File: src/rtl/regctl_pkg.sv
// regctl_pkg: shared state encoding, register count and transfer-direction constants.
package regctl_pkg;
  localparam int NUM_REGS = 8;
  localparam logic MODE_SAVE = 1'b0;
  localparam logic MODE_RESTORE = 1'b1;
  typedef enum logic [1:0] {IDLE, XFER, WB, DONE} state_t;
endpackage

File: src/rtl/regfile_context_ctrl_if.sv
// regfile_context_ctrl_if: request, register-file and memory signals of the context controller.
interface regfile_context_ctrl_if;
  import regctl_pkg::*;
  logic start;
  logic mode;
  logic [NUM_REGS-1:0] mask;
  logic [15:0] base_addr;
  logic [2:0] sr1_sel;
  logic [15:0] sr1_data;
  logic [2:0] dr_sel;
  logic ld_reg;
  logic [15:0] reg_wr_data;
  logic mem_req;
  logic mem_we;
  logic [15:0] mem_addr;
  logic [15:0] mem_wdata;
  logic [15:0] mem_rdata;
  logic mem_ack;
  logic busy;
  logic done;
  modport master (
    input start, mode, mask, base_addr, sr1_data, mem_rdata, mem_ack,
    output sr1_sel, dr_sel, ld_reg, reg_wr_data, mem_req, mem_we, mem_addr, mem_wdata, busy, done
  );
  modport slave (
    output start, mode, mask, base_addr, sr1_data, mem_rdata, mem_ack,
    input sr1_sel, dr_sel, ld_reg, reg_wr_data, mem_req, mem_we, mem_addr, mem_wdata, busy, done
  );
endinterface

File: src/rtl/find_next_reg.sv
// find_next_reg: lowest set mask bit at or above start_idx.
module find_next_reg
  import regctl_pkg::*;
(
  input  logic [NUM_REGS-1:0] mask,
  input  logic [3:0]          start_idx,
  output logic [2:0]          index,
  output logic                valid
);
  always_comb begin
    index = '0;
    valid = 1'b0;
    for (int i = NUM_REGS - 1; i >= 0; i--)
      if (mask[i] && 4'(i) >= start_idx) begin
        index = 3'(i);
        valid = 1'b1;
      end
  end
endmodule

File: src/rtl/regfile_context_ctrl.sv
// regfile_context_ctrl: saves/restores a masked set of registers to/from consecutive memory words.
module regfile_context_ctrl
  import regctl_pkg::*;
(
  input logic clk,
  input logic rst_n,
  regfile_context_ctrl_if.master bus
);
  state_t state;
  logic mode_q;
  logic [NUM_REGS-1:0] mask_q;
  logic [15:0] base_q, cnt;
  logic [2:0] cur, nxt;
  logic nxt_ok, adv, launch, l_save;
  logic [15:0] l_addr;
  find_next_reg u_find (
    .mask(state == IDLE ? bus.mask : mask_q),
    .start_idx(state == IDLE ? 4'd0 : {1'b0, cur} + 4'd1),
    .index(nxt),
    .valid(nxt_ok)
  );
  // Both the initial start and every completed word fall into one "issue next transfer" path.
  assign adv = state == WB || (state == XFER && bus.mem_ack && mode_q == MODE_SAVE);
  assign launch = (state == IDLE && bus.start) || adv;
  assign l_save = (state == IDLE ? bus.mode : mode_q) == MODE_SAVE;
  assign l_addr = state == IDLE ? bus.base_addr : base_q + cnt + 16'd1;
  assign bus.mem_wdata = bus.mem_req && bus.mem_we ? bus.sr1_data : '0;
  always_ff @(posedge clk or negedge rst_n)
    if (!rst_n) begin
      state <= IDLE;
      mode_q <= MODE_SAVE;
      mask_q <= '0;
      base_q <= '0;
      cnt <= '0;
      cur <= '0;
      bus.busy <= 1'b0;
      bus.done <= 1'b0;
      bus.mem_req <= 1'b0;
      bus.mem_we <= 1'b0;
      bus.mem_addr <= '0;
      bus.sr1_sel <= '0;
      bus.dr_sel <= '0;
      bus.ld_reg <= 1'b0;
      bus.reg_wr_data <= '0;
    end else begin
      case (state)
        IDLE: if (bus.start) begin
          mode_q <= bus.mode;
          mask_q <= bus.mask;
          base_q <= bus.base_addr;
          bus.busy <= 1'b1;
        end
        XFER: if (bus.mem_ack && mode_q == MODE_RESTORE) begin
          state <= WB;
          bus.mem_req <= 1'b0;
          bus.mem_addr <= '0;
          bus.ld_reg <= 1'b1;
          bus.dr_sel <= cur;
          bus.reg_wr_data <= bus.mem_rdata;
        end
        WB: begin
          bus.ld_reg <= 1'b0;
          bus.dr_sel <= '0;
          bus.reg_wr_data <= '0;
        end
        DONE: begin
          state <= IDLE;
          bus.busy <= 1'b0;
          bus.done <= 1'b0;
        end
        default: state <= IDLE;
      endcase
      if (launch) begin
        cnt <= state == IDLE ? '0 : cnt + 16'd1;
        cur <= nxt;
        state <= nxt_ok ? XFER : DONE;
        bus.done <= !nxt_ok;
        bus.mem_req <= nxt_ok;
        bus.mem_we <= nxt_ok && l_save;
        bus.mem_addr <= nxt_ok ? l_addr : '0;
        bus.sr1_sel <= nxt_ok && l_save ? nxt : '0;
      end
    end
endmodule

File: src/flat_wrapper.sv
// flat-port wrapper written by rule: the top's interface ports become plain ports
module regfile_context_ctrl_flat import regctl_pkg::*;
  (clk, rst_n, bus_start, bus_mode, bus_mask, bus_base_addr, bus_sr1_data, bus_mem_rdata, bus_mem_ack, bus_sr1_sel, bus_dr_sel, bus_ld_reg, bus_reg_wr_data, bus_mem_req, bus_mem_we, bus_mem_addr, bus_mem_wdata, bus_busy, bus_done);
  regfile_context_ctrl_if bus_i ();
  input logic clk;
  input logic rst_n;
  input wire logic [$bits(bus_i.start)-1:0] bus_start;
  input wire logic [$bits(bus_i.mode)-1:0] bus_mode;
  input wire logic [$bits(bus_i.mask)-1:0] bus_mask;
  input wire logic [$bits(bus_i.base_addr)-1:0] bus_base_addr;
  input wire logic [$bits(bus_i.sr1_data)-1:0] bus_sr1_data;
  input wire logic [$bits(bus_i.mem_rdata)-1:0] bus_mem_rdata;
  input wire logic [$bits(bus_i.mem_ack)-1:0] bus_mem_ack;
  output wire logic [$bits(bus_i.sr1_sel)-1:0] bus_sr1_sel;
  output wire logic [$bits(bus_i.dr_sel)-1:0] bus_dr_sel;
  output wire logic [$bits(bus_i.ld_reg)-1:0] bus_ld_reg;
  output wire logic [$bits(bus_i.reg_wr_data)-1:0] bus_reg_wr_data;
  output wire logic [$bits(bus_i.mem_req)-1:0] bus_mem_req;
  output wire logic [$bits(bus_i.mem_we)-1:0] bus_mem_we;
  output wire logic [$bits(bus_i.mem_addr)-1:0] bus_mem_addr;
  output wire logic [$bits(bus_i.mem_wdata)-1:0] bus_mem_wdata;
  output wire logic [$bits(bus_i.busy)-1:0] bus_busy;
  output wire logic [$bits(bus_i.done)-1:0] bus_done;
  assign bus_i.start = bus_start;
  assign bus_i.mode = bus_mode;
  assign bus_i.mask = bus_mask;
  assign bus_i.base_addr = bus_base_addr;
  assign bus_i.sr1_data = bus_sr1_data;
  assign bus_i.mem_rdata = bus_mem_rdata;
  assign bus_i.mem_ack = bus_mem_ack;
  assign bus_sr1_sel = bus_i.sr1_sel;
  assign bus_dr_sel = bus_i.dr_sel;
  assign bus_ld_reg = bus_i.ld_reg;
  assign bus_reg_wr_data = bus_i.reg_wr_data;
  assign bus_mem_req = bus_i.mem_req;
  assign bus_mem_we = bus_i.mem_we;
  assign bus_mem_addr = bus_i.mem_addr;
  assign bus_mem_wdata = bus_i.mem_wdata;
  assign bus_busy = bus_i.busy;
  assign bus_done = bus_i.done;
  regfile_context_ctrl u_core (.clk(clk), .rst_n(rst_n), .bus(bus_i));
endmodule
File: config.mk
export PLATFORM = sky130hd
export DESIGN_NAME = regfile_context_ctrl_flat
export DESIGN_NICKNAME = d
export VERILOG_FILES = /design/src/rtl/regctl_pkg.sv /design/src/rtl/regfile_context_ctrl_if.sv /design/src/rtl/find_next_reg.sv /design/src/rtl/regfile_context_ctrl.sv /design/src/flat_wrapper.sv
export SDC_FILE = /design/constraint.sdc
export NUM_CORES = 1
export LEC_CHECK = 0
export CAP_MARGIN = 25
export CORE_AREA = 2 2 102 104
export DETAILED_ROUTE_END_ITERATION = 6
export DIE_AREA = 0 0 104 106
export PLACE_DENSITY = 0.86
export RECOVER_POWER = 25
export SLEW_MARGIN = 20
export SYNTH_ARGS = -nofsm -noshare
export SYNTH_HDL_FRONTEND = slang
export SYNTH_SLANG_ARGS = --single-unit
File: constraint.sdc
create_clock -name clk -period 2.7 [get_ports clk]
set_input_delay 0.54 -clock clk [delete_from_list [all_inputs] [get_ports clk]]
set_output_delay 0.54 -clock clk [all_outputs]
set_load 0.02 [all_outputs]
==> metrics.cfg, run 1 <==
[finish]
final_layout_size_suffix_gt1_frac = 0.1080
areaGrowthSynthToFinish_pct = 32.46
n_antenna_cell = 0
multi_input_area_sq_mm = 0.002452
fin_cells = 738
nFillCells = 792
final_nets = 676
seqCellArea_sq_mm = 0.002227

[clock_network]
cts_tree = done
clk_latency_ps = 370
cts_max_level = 3
cts.sinks = 89
path_clk_slew_ps = 100
clockBufferDepth = 2
clk_root_buffer_cell = clkbuf_8
postCtsHoldBufs = 0
cts-resized-gates = 0
cts_buffers = 9

[yosys]
syn-num-nets = 553
ys.flop_type = dfrtp_1
synthCells = 474
synth_edf_count = 0
netlist.top_cell.by_area = dfrtp_1
synth_cell_types = 59
ys_seq_area_frac = 0.4611
synth-seq-cells = 89
postSynthAreaPerCell_sq_um = 10.19
synth.cell_area_sq_mm = 0.004830
synth.top_cell.area_share = 0.4611
synthArstFlopShare = 1.000
yosys-top-cells-area = dfrtp_1 46%, mux2_2 5.8%, ha_1 4.4%
yosysWarnings = 0

[placed_design]
place_congestion = 0.9095
dpl.hpwl_um = 9391
pre_cts_ws_ps = 82.00
port_buffers = 119
dp_cells = 721

[sta]
slew_violations = 0
hold_viol_final = 0
setup_slack_ps = 177.9
skew_ps = 12.34
setup_viol = 0
worst_slew_pin_slew_ps = 1131
timing.slew.headroom = 0.2458
max_freq_mhz = 396.5
finalSetupTns_ps = 0
fin_crit_sh = 0.9341
period_minus_slack_ps = 2522
rsz0062_at_grt = false

[route]
dr.pass1.iters = 5
drc_errors = 0
drtAntennaViolNets = 0
drt-total-wl_um = 12660
vias = 4219
via_per_inst = 5.717
drt-initial-drc-count = 270
wl_per_cell_um = 17.15

[power_and_ir_drop]
clkPwrFrac = 0.130
p_seq_frac = 0.311
p_sw_frac = 0.4308
ir_worst_vdd_mv = 0.5773
power_frac_comb = 0.559
p_leak_nw = 2.813
p_int_mw = 4.247
p_per_area_mw_per_mm2 = 1166
switching_power_mw = 3.214

[global_route]
grtUsageTotal = 0.2325
grt_pass1_vias = 4256
grt_max_degree = 48
antenna_found_initial = 0
grt_first_pass_wirelength_um = 20720
grt.overflow.total = 0

[floorplan]
dieArea_sq_mm = 0.01102
start_util = 0.4830
num_io_pins = 120
core-area_sq_mm = 0.01000
fp.dieW_um = 104
rows = 37
die_h_um = 106

[flow_run]
drv_cap = 0

[setup_path]
r2r_cells = 11
worst_setup_path_end_kind = flop
crit_path_start = u_core.cnt[0]
r2r_setup_slack_ps = 180
worstPathArrival_ps = 2780
worstPathRequired_ps = 2950
crit_type = flop to flop
crit_fanout = 5
r2r-start = u_core.cnt[0]
r2r_end = u_core.bus.mem_addr[12]
start_kind = flop

[run_status]
outcome = completed

[min_path]
hp-class = primary input to async pin

placed cells by master (no fill, tap or decap), drive strengths merged, types with 7 or more instances in the layout:
master,count
mux2,25
mux2i,8
dfrtp,89
ha,17
xnor2,13
xor2,11
nor2,32
inv,12
o21ai,31
a22o,21
a21oi,24
nor3,9
a211oi,7
and3,19
nand3,7
buf,15
a21o,8
clkdlybuf4s50,118
clkbuf,11
or3,7
nand4,7
nand2,47
stage by stage:
stage               hold slack, ps    util  power [mW]  instance area [sq um]
floorplan                    244.4       -       4.948                   4830
global placement             461.7  0.6197       6.282                   6197
detailed placement           474.3  0.6197       6.464                   6197
CTS                          156.2  0.6408       7.472                   6407
global route                 427.3  0.6398       7.961                   6397
finish                       329.5  0.6398       7.460                   6397
area by class of cell:
cell class / instances / share of cell area
well taps: 136 / 0.02660
multi-input cells: 353 / 0.3833
flip-flops and latches: 89 / 0.3481
clock inverters: 7 / 0.01350
clock buffers: 9 / 0.01936
repair buffers: 135 / 0.2038
inverters: 9 / 0.005281
critical path, stage by stage (launching register included):
cell,delay [ps]
dfrtp_1,430
inv_1,70
ha_1,160
inv_1,60
fa_1,400
a21o_1,210
a221o_1,370
o211ai_1,180
buf_4,170
mux2i_1,80
a211oi_1,220
o21ai_1,80
synth_stat cells, drive strengths merged (8+ instances only):
cell	instances
mux2	25
nand2	47
and3	19
a22o	21
nor3	9
a21oi	24
inv	9
dfrtp	89
buf	12
clkbuf	11
o21ai	31
nor2	32
ha	17
mux2i	8
xnor2	13
a21o	8
xor2	11
power groups by stage:
| stage | Sequential, mW | Combinational (mW) | Clock, mW |
|---|---|---|---|
| global placement | 2.29 | 3.99 | 0 |
| finish | 2.32 | 4.17 | 0.971 |
| CTS | 2.31 | 4.16 | 0.992 |
| floorplan | 2.53 | 2.42 | 0 |
| global route | 2.40 | 4.52 | 1.05 |
| detailed placement | 2.34 | 4.13 | 0 |
worst max-delay path by stage:
stage | end | slack [ps] | cells after the start
floorplan | u_core.bus.mem_addr[12] | 350 | 10
global placement | u_core.bus.mem_addr[12] | 190 | 10
detailed placement | u_core.bus.mem_addr[12] | 80 | 10
CTS | u_core.bus.mem_addr[12] | 70 | 10
global route | u_core.bus.mem_addr[12] | 40 | 11
finish | u_core.bus.mem_addr[12] | 180 | 11
repair_timing:
| item | CTS | global route |
|---|---|---|
| setup buffers | 0 | 1 |
| endpoints found under the hold margin | 0 | 0 |
| endpoints found under the setup margin | 0 | 2 |
cells by family (layout without fill, tap and decap cells):
family / count (synthesis) / in the layout / share of synthesized area
flip-flops: 89 / 89 / 0.4611
multiplexers: 33 / 33 / 0.07487
AND/OR/NAND/NOR: 151 / 151 / 0.1591
XOR/XNOR: 24 / 24 / 0.04352
buffers and inverters: 32 / 160 / 0.03109
adder cells (fa/ha/maj): 18 / 18 / 0.04819
AO/OA/AOI/OAI: 127 / 127 / 0.1821
metal layers:
metal  GRT usage  part of all wire  up-vias
met5           0                 0        -
met4     0.09653             0.022        0
met3     0.05763             0.058       22
met2      0.4079              0.51      142
met1      0.2730              0.41     2071
li1            -                 -     1984
Note: power is estimated with default switching activity, not from simulation.
==> run 2, diff against run 1 <==
CTS_BUF_LIST = sky130_fd_sc_hd__clkbuf_8 sky130_fd_sc_hd__clkbuf_16   (was unset)
==> results of run 2 <==
The final DEF is identical to that of run 1; final timing and power are the same.
==> run 3, diff against run 2 <==
PLACE_DENSITY = 0.78   (was 0.86)
==> run 3 against run 2 <==
Net effect:
- the run now ends with capacitance limit, slew limit left
- critical path depth stayed put
- power up 0.65%
- sequential share of layout area fell by 0.24 points
- sequential cell count unchanged
- critical endpoint unchanged
- highest routed layer unchanged
==> metrics.cfg, run 3 (synthesized netlist as in run 1, its figures left out) <==
[sta]
max_freq_mhz = 394.1  ; was 396.5 MHz
finalSetupTns_ps = 0  ; unchanged
period_minus_slack_ps = 2537  ; was 2522 ps
setup_slack_ps = 162.7  ; was 177.9 ps
hold_viol_final = 0  ; unchanged
worst_slew_pin_slew_ps = 1938  ; was 1131 ps
slew_violations = 35  ; was 0
timing.slew.headroom = -0.2922  ; was 0.2458
rsz0062_at_grt = false  ; unchanged
setup_viol = 0  ; unchanged
skew_ps = 12.42  ; was 12.34 ps
fin_crit_sh = 0.9397  ; was 0.9341

[finish]
multi_input_area_sq_mm = 0.002452  ; unchanged
final_cell_mix = 118 x clkdlybuf4s50_1, 89 x dfrtp_1, 47 x nand2_1, 31 x nor2_1, 25 x mux2_2  ; unchanged
final_layout_size_suffix_gt1_frac = 0.1063  ; was 0.1080
postLayoutCellArea_sq_mm = 0.006441  ; was 0.006397 sq mm
nFillCells = 844  ; was 792
seqCellArea_sq_mm = 0.002227  ; unchanged
postLayoutCoreUtil = 0.6441  ; was 0.6398
final_common_cell = clkdlybuf4s50_1  ; unchanged
n_antenna_cell = 0  ; unchanged
areaGrowthSynthToFinish_pct = 33.37  ; was 32.46%
final_nets = 676  ; unchanged

[setup_path]
max_stage_delay_ps = 420  ; was 430 ps
crit_top_cell = inv_1  ; unchanged
path_cells = inv_1 > ha_1 > inv_1 > fa_1 > a21o_1 > a221o_1 > o211ai_1 > buf_4 > mux2i_1 > a211oi_1 > o21ai_1  ; unchanged
r2r_setup_slack_ps = 160  ; was 180 ps
worstPathRequired_ps = 2950  ; about the same
cp-endpoint = u_core.bus.mem_addr[12]  ; unchanged
cp_slowest_cell = dfrtp_1  ; unchanged
crit_fanout = 5  ; unchanged
worst_setup_path_end_kind = flop  ; unchanged
crit_type = flop to flop  ; unchanged
r2r_cells = 11  ; unchanged
r2r_end = u_core.bus.mem_addr[12]  ; unchanged
r2r-start = u_core.cnt[0]  ; unchanged
crit_path_start = u_core.cnt[0]  ; unchanged
worstPathArrival_ps = 2780  ; about the same
start_kind = flop  ; unchanged

[clock_network]
clk_root_buffer_cell = clkbuf_8  ; unchanged
cts_max_level = 3  ; unchanged
path_clk_slew_ps = 90  ; was 100 ps
postCtsHoldBufs = 0  ; unchanged
clk_latency_ps = 360  ; was 370 ps
cts-resized-gates = 0  ; unchanged
cts.sinks = 89  ; unchanged
clockBufferDepth = 2  ; unchanged
cts_buffers = 9  ; unchanged
cts_tree = done  ; unchanged

[power_and_ir_drop]
p_per_area_mw_per_mm2 = 1166  ; about the same
p_seq_frac = 0.307  ; was 0.311
p_sw_frac = 0.4184  ; was 0.4308
total_power_mw = 7.509  ; was 7.460 mW
power_frac_comb = 0.556  ; was 0.559
switching_power_mw = 3.142  ; was 3.214 mW
p_leak_nw = 2.827  ; was 2.813 nW
p_int_mw = 4.367  ; was 4.247 mW
clkPwrFrac = 0.137  ; was 0.130
ir_worst_vdd_mv = 0.5624  ; was 0.5773 mV

[global_route]
grt.overflow.total = 0  ; unchanged
grt_max_degree = 56  ; was 48
grtUsageTotal = 0.2341  ; was 0.2325
antenna_found_initial = 0  ; unchanged
grt_pass1_vias = 4367  ; was 4,256
grt_first_pass_wirelength_um = 21030  ; was 20,720 um

[route]
wl_per_cell_um = 17.02  ; was 17.15 um
via_per_inst = 5.748  ; was 5.717
drc_errors = 0  ; unchanged
vias = 4242  ; was 4,219
drt-initial-drc-count = 203  ; was 270
drt-total-wl_um = 12560  ; was 12,660 um
drtAntennaViolNets = 0  ; unchanged
dr.pass1.iters = 5  ; unchanged

[min_path]
hp-class = flop to flop  ; was primary input to async pin
hold_depth = 2

[floorplan]
die_h_um = 106  ; unchanged
rows = 37  ; unchanged
start_util = 0.4830  ; unchanged
core-area_sq_mm = 0.01000  ; unchanged
dieArea_sq_mm = 0.01102  ; unchanged
num_io_pins = 120  ; unchanged
fp.dieW_um = 104  ; unchanged

[run_status]
outcome = finished, violations left  ; was completed
failed_checks = capacitance limit, slew limit

[placed_design]
port_buffers = 119  ; unchanged
pre_cts_ws_ps = 66.93  ; was 82.00 ps
place_congestion = 0.8787  ; was 0.9095
dpl.hpwl_um = 9354  ; was 9391 um
placed_area_sq_mm = 0.006210  ; was 0.006197 sq mm

[flow_run]
drv_cap = 1  ; was 0

==> run 3: cell types whose count changed in the layout (fill, tap and decap cells not counted) <==
cell,previous run,this run
clkinv_2,0,1
clkbuf_8,9,10
clkinv_4,2,1
clkbuf_2,2,0
clkbuf_1,0,1
inv_8,2,0
buf_12,0,2
buf_4,15,14
bufinv_16,1,2
==> run 3: how the worst min path moves through the flow <==
stage	startpoint	endpoint
finish	u_core.bus.mem_addr[2]	u_core.bus.mem_addr[2]
global route	u_core.bus.reg_wr_data[8]	u_core.bus.reg_wr_data[8]
CTS	rst_n	u_core.bus.mem_addr[6]
detailed placement	u_core.bus.ld_reg	u_core.bus.ld_reg
global placement	u_core.bus.ld_reg	u_core.bus.ld_reg
floorplan	rst_n	u_core.base_q[0]
==> run 3: final cells by class <==
type | instances | share of cell area
inverters | 9 | 0.005245
clock inverters | 6 | 0.01399
clock buffers | 10 | 0.02137
flip-flops and latches | 89 | 0.3458
well taps | 136 | 0.02642
repair buffers | 135 | 0.2065
multi-input cells | 353 | 0.3807
==> run 3: routing by layer <==
metal	track usage	wire length, um	share of wire
met1	0.2922	5260	0.42
met3	0.03924	614	0.049
met4	0.08977	282	0.022
met5	0	0	0
met2	0.4084	6405	0.51
==> run 3: repair_timing <==
item                                    4_1_cts  5_1_grt
endpoints found under the hold margin         0        0
buffers inserted                              0        1
endpoints found under the setup margin        0        2
==> run 3: worst max-delay path, delay by kind of cell (launching register included) <==
| family | cells | cell delay, ps |
|---|---|---|
| buf+inv | 3 | 300 |
| mux | 1 | 70 |
| flops | 1 | 420 |
| compound gates | 5 | 1060 |
| fa+ha+maj | 2 | 570 |
==> run 3: stage by stage <==
stage,hold WS (ps),std cells
floorplan,244.4,474
global placement,463.2,721
detailed placement,465.8,721
CTS,137.0,737
global route,522.5,738
finish,493.4,738
==> run 3: power groups by stage <==
| stage | combinational (mW) | clock, mW | sequential, mW |
|---|---|---|---|
| 2_1_floorplan | 2.42 | 0 | 2.53 |
| 3_3_place_gp | 4.03 | 0 | 2.30 |
| 3_5_place_dp | 4.16 | 0 | 2.33 |
| 4_1_cts | 4.18 | 1.06 | 2.31 |
| 5_1_grt | 4.55 | 1.11 | 2.40 |
| 6_report | 4.17 | 1.03 | 2.31 |
